**src/rtl/if_id_stage_ctrl_pkg.sv**
```systemverilog
// Shared front-end pipeline constants and the run/halt state encoding
// used by the IF/ID stage controller.
package if_id_stage_ctrl_pkg;

  localparam int PC_W    = 32;
  localparam int INSTR_W = 32;

  localparam logic [INSTR_W-1:0] NOP_INSTR = '0;
  localparam logic [PC_W-1:0]    PC_INCR   = 32'd4;

  typedef enum logic {
    RUN    = 1'b0,
    HALTED = 1'b1
  } run_state_e;

endpackage

```
**src/rtl/if_id_stage_ctrl_sat_counter.sv**
```systemverilog
// Saturating up-counter with synchronous reset; sticks at all-ones
// instead of wrapping.
module sat_counter #(
  parameter int W = 16
) (
  input  logic         clk,
  input  logic         reset,
  input  logic         inc,
  output logic [W-1:0] count
);

  always_ff @(posedge clk) begin
    if (reset) begin
      count <= '0;
    end else if (inc && (count != {W{1'b1}})) begin
      count <= count + 1'b1;
    end
  end

endmodule

```
**src/rtl/if_id_stage_ctrl.sv**
```systemverilog
// Front-end pipeline control: owns the PC and IF/ID register, applies
// stall/redirect/halt, drives the ID/EX bubble and keeps event counters.
module if_id_stage_ctrl #(
  parameter int                          PC_W     = if_id_stage_ctrl_pkg::PC_W,
  parameter int                          INSTR_W  = if_id_stage_ctrl_pkg::INSTR_W,
  parameter int                          CNT_W    = 16,
  parameter logic [PC_W-1:0]             RESET_PC = '0
) (
  input  logic               clk,
  input  logic               reset,
  input  logic               stall,
  input  logic               flush_idex,
  input  logic               branch_taken,
  input  logic [PC_W-1:0]    branch_target,
  input  logic               halt,
  input  logic [INSTR_W-1:0] imem_instr,
  output logic [PC_W-1:0]    pc_out,
  output logic [INSTR_W-1:0] if_id_instr,
  output logic [PC_W-1:0]    if_id_pc_plus4,
  output logic               if_id_valid,
  output logic               idex_bubble,
  output logic [CNT_W-1:0]   stall_cnt,
  output logic [CNT_W-1:0]   flush_cnt,
  output logic               halted
);

  import if_id_stage_ctrl_pkg::*;

  run_state_e      state_q;
  run_state_e      state_d;
  logic [PC_W-1:0] pc_q;
  logic [PC_W-1:0] pc_plus4;
  logic            running;
  logic            stall_inc;
  logic            flush_inc;

  assign running  = (state_q == RUN);
  assign pc_plus4 = pc_q + PC_W'(PC_INCR);

  always_ff @(posedge clk) begin
    if (reset) begin
      state_q <= RUN;
    end else begin
      state_q <= state_d;
    end
  end

  // A halt request is only honoured when no stall or redirect outranks it.
  always_comb begin
    state_d = state_q;
    if (running && !stall && !branch_taken && halt) begin
      state_d = HALTED;
    end
  end

  always_ff @(posedge clk) begin
    if (reset) begin
      pc_q           <= RESET_PC;
      if_id_instr    <= INSTR_W'(NOP_INSTR);
      if_id_pc_plus4 <= '0;
      if_id_valid    <= 1'b0;
    end else if (running && !stall) begin
      if (branch_taken) begin
        pc_q           <= branch_target;
        if_id_instr    <= INSTR_W'(NOP_INSTR);
        if_id_pc_plus4 <= '0;
        if_id_valid    <= 1'b0;
      end else if (halt) begin
        if_id_instr    <= INSTR_W'(NOP_INSTR);
        if_id_pc_plus4 <= '0;
        if_id_valid    <= 1'b0;
      end else begin
        pc_q           <= pc_plus4;
        if_id_instr    <= imem_instr;
        if_id_pc_plus4 <= pc_plus4;
        if_id_valid    <= 1'b1;
      end
    end
  end

  // Stall plus flush_idex collapses to a single bubble; a branch hidden
  // behind a stall is not a flush event.
  assign idex_bubble = (stall | flush_idex) & running & ~reset;
  assign stall_inc   = running & stall;
  assign flush_inc   = running & ((branch_taken & ~stall) | flush_idex);

  assign pc_out = pc_q;
  assign halted = (state_q == HALTED);

  sat_counter #(.W(CNT_W)) u_stall_cnt (
    .clk   (clk),
    .reset (reset),
    .inc   (stall_inc),
    .count (stall_cnt)
  );

  sat_counter #(.W(CNT_W)) u_flush_cnt (
    .clk   (clk),
    .reset (reset),
    .inc   (flush_inc),
    .count (flush_cnt)
  );

endmodule

```
**config.mk**
```make
export PLATFORM = sky130hd
export DESIGN_NAME = if_id_stage_ctrl
export DESIGN_NICKNAME = d
export VERILOG_FILES = /design/src/rtl/if_id_stage_ctrl_pkg.sv /design/src/rtl/if_id_stage_ctrl_sat_counter.sv /design/src/rtl/if_id_stage_ctrl.sv
export SDC_FILE = /design/constraint.sdc
export NUM_CORES = 1
export LEC_CHECK = 0
export ABC_CLOCK_PERIOD_IN_PS = 3100
export CORE_MARGIN = 3
export CORE_UTILIZATION = 49
export DETAILED_ROUTE_END_ITERATION = 16
export PLACE_DENSITY = 0.85
export SKIP_CTS_REPAIR_TIMING = 1
export SLEW_MARGIN = 15
export SYNTH_ARGS = -nofsm -noshare
export SYNTH_HDL_FRONTEND = slang
export SYNTH_SLANG_ARGS = --single-unit
```
**constraint.sdc**
```tcl
create_clock -name clk -period 3.1 [get_ports clk]
set_input_delay 0.62 -clock clk [delete_from_list [all_inputs] [get_ports clk]]
set_output_delay 0.62 -clock clk [all_outputs]
set_load 0.02 [all_outputs]
```
==> impl_metrics.tcl <==
set metrics [dict create \
    avgRoutedWirePerCell_microns 18.5 \
    final_nets 961 \
    grt_antenna_before_repair 0 \
    drive_gt1_share_pct 7.55 \
    ys_warn_count 0 \
    cp_num_buf_inv 2 \
    synth-edff-count 0 \
    n_antenna_cell 0 \
    grt_pass1_wl_microns 30800 \
    powerDensity_mw_per_mm2 529 \
    fmax_mhz 365 \
    syn_inst 705 \
    drv_cap 0 \
    drt_first_iter_violations 560 \
    synth_cell_types 58 \
    finalCriticalPeriod_ps 2740 \
    maxSlewHeadroom_pct 50.3 \
    start_util_pct 51.0 \
    clk_path_buf_depth 2 \
    rsz0062_at_grt "no" \
    endpoint_kind "output pin" \
    clk_pin_slew_ps 60 \
    grt_max_degree 65 \
    slowest_delay_ps 650 \
    grt-ovfl-total 0 \
    cts_root_buf "clkbuf_16" \
    fin_skew_ps 5.03 \
    startpoint "stall" \
    area.growth.synth_to_final_pct 47.1 \
    top_layer "met4" \
    fin_crit_sh_pct 88.4 \
    crit_path_cell_trace "clkdlybuf4s50_1, nor2_1, nor3_1, clkdlybuf4s50_1" \
    die_x_microns 116 \
    synth-seq-cells 130 \
    crit_fanout 9 \
    hold_viol_final 0 \
    status "finished, final reports clean" \
    fillCellCount 852 \
    yosys-top-cells-area "dfxtp_1, nor2_1, a22oi_1" \
    numCtsBuffers 17 \
    syn-cell-area_sq_mm 0.00592 \
    r2r-start "pc_out[2]$_SDFFE_PP0P_" \
    syn_area_per_cell_sq_um 8.40 \
    synth_top_area_cell "dfxtp_1" \
    drt_pass1_iterations 5 \
    wl_met1_microns 7490 \
    coreArea_sq_mm 0.0116 \
    yosysSeqAreaShare_pct 43.9 \
    clkLatencyLatePin_ps 420 \
    hp-class "reg -> reg" \
    routed-wl-met2_microns 9270 \
    numClockSinks 130 \
    rows 39 \
    cpMostUsedCell "clkdlybuf4s50_1" \
    critPathSlowestCell "clkdlybuf4s50_1" \
    worst_ep_arrival_time_ps 2120 \
    min_from "if_id_pc_plus4[29]$_SDFFE_PP0P_" \
    synthArstFlopShare_pct 0 \
    tightest_slew_ps 743 \
    wl_microns 19300 \
    port_buffers 200 \
    setup_viol 0 \
    holdWs_ps 457 \
    route.met3.wl_microns 1980 \
    netlist.area_leader.share_pct 43.9 \
    worstSetupPathType "in -> out" \
    grt_pass1_vias 6137 \
    p_leak_nw 3.11 \
    dpl.hpwl_microns 13700 \
    die_h_microns 116 \
    ir_drop_uv 321 \
    fin_util_pct 75.0 \
    crit_required_ps 2480 \
    ys.flop_type "dfxtp_1" \
    htree_num_levels 4 \
    crit_path_start_kind "input pin" \
    grt_use_total_pct 29.0 \
    io_pins 201 \
    gp_congestion 0.907 \
    maxSlewViolCount 0 \
    critPathTopFamily "buffers and inverters" \
    detail-route-antenna-nets 0 \
    vias_per_cell 5.93 \
    vias 6191 \
    tritoncts "yes" \
    synth_nets 778 \
    setup_tns_ps 0 \
    drc_errors 0 \
    dieArea_sq_mm 0.0134 \
]
==> sequential cells by signal (all words and copies together), names as in the netlist <==
name / flops
halted: 1
if_id_instr: 32
if_id_pc_plus4: 32
if_id_valid: 1
pc_out: 32
u_flush_cnt.count: 16
u_stall_cnt.count: 16
==> worst paths after layout <==
check | end | slack, ps | depth (start not counted)
worst min-delay path | if_id_pc_plus4[29]$_SDFFE_PP0P_ | 460 | 2
worst min register to register | if_id_pc_plus4[29]$_SDFFE_PP0P_ | 460 | 2
worst max-delay path | idex_bubble | 360 | 4
worst max register to register | pc_out[28]$_SDFFE_PP0P_ | 510 | 6
==> power breakdown <==
| part | total [W] | switching, W | internal, W |
|---|---|---|---|
| clock | 0.00229 | 0.000743 | 0.00155 |
| sequential | 0.00180 | 0.0000761 | 0.00172 |
| combinational | 0.000515 | 0.000267 | 0.000248 |
| total | 0.00461 | 0.00109 | 0.00352 |
==> worst min-delay path: stages, from the launching register on <==
cell and delay (ps):
dfxtp_1 320, nand2_1 50, o21ai_0 50
==> Yosys cell counts (2+ instances only) <==
library cell	n
or4_4	2
a22o_1	6
a311oi_1	3
a31oi_1	9
inv_1	7
or3_1	6
and3_1	21
a211oi_1	9
a22oi_1	46
clkbuf_1	46
o21ai_0	33
nor4_1	4
xor2_1	28
nor2_1	113
o211ai_1	6
buf_2	4
mux2i_1	4
and4_1	6
a221oi_1	4
xnor2_1	24
dfxtp_1	130
nand2_1	65
nand4_1	22
a21oi_1	29
ha_1	3
o41ai_1	2
nand2b_1	8
nand3_1	22
nor3_1	11
or4_1	2
nor2b_1	3
==> cells by family after synthesis <==
kind of cell	share of synthesized area (%)
compound gates	17.8
xor+xnor	7.69
fa+ha+maj	0.634
buf+inv	3.85
flops	43.9
mux	0.866
simple gates	25.2
==> layout make-up <==
type	count	area [sq um]	share of cell area, %
Tap cell	143	179	2.05
Timing Repair Buffer	216	2120	24.3
Inverter	7	26.3	0.302
Sequential cell	130	2600	29.9
Clock inverter	13	231	2.66
Clock buffer	19	453	5.20
Multi-Input combinational cell	516	3100	35.6
==> per-stage QoR <==
stage	instances	total power [W]	cell area [sq um]	setup WS, ps
after floorplan	705	0.00207	5920	912
after global placement	1012	0.00233	8030	255
after detailed placement	1012	0.00234	8030	134
after CTS	1044	0.00463	8710	354
after global routing	1044	0.00477	8710	260
final	1044	0.00461	8710	358
==> metal layers <==
metal	track usage [%]	vias to the layer above
met3	10.6	48
li1	-	2880
met1	34.4	2923
met4	12.3	0
met2	47.6	340
met5	0	-
==> cell usage in the layout, fill, tap and decap left out, types with 3 or more instances in the layout <==
cell / count
inv_1: 7
nor2_1: 113
a31oi_1: 9
and4_1: 6
xnor2_1: 24
mux2i_1: 4
a22o_1: 6
buf_4: 17
and3_1: 21
clkinvlp_4: 5
a22oi_1: 46
nand4_1: 22
nor2b_1: 3
a221oi_1: 4
a211oi_1: 9
nand2_1: 65
nor4_1: 4
bufinv_16: 6
a21oi_1: 28
o211ai_1: 6
ha_1: 3
a311oi_1: 3
nand3_1: 22
nand2b_1: 8
nor3_1: 10
or3_1: 6
xor2_1: 28
clkbuf_16: 17
o21ai_0: 33
dfxtp_1: 130
clkdlybuf4s50_1: 199
Power figures use the tool's default switching activity.
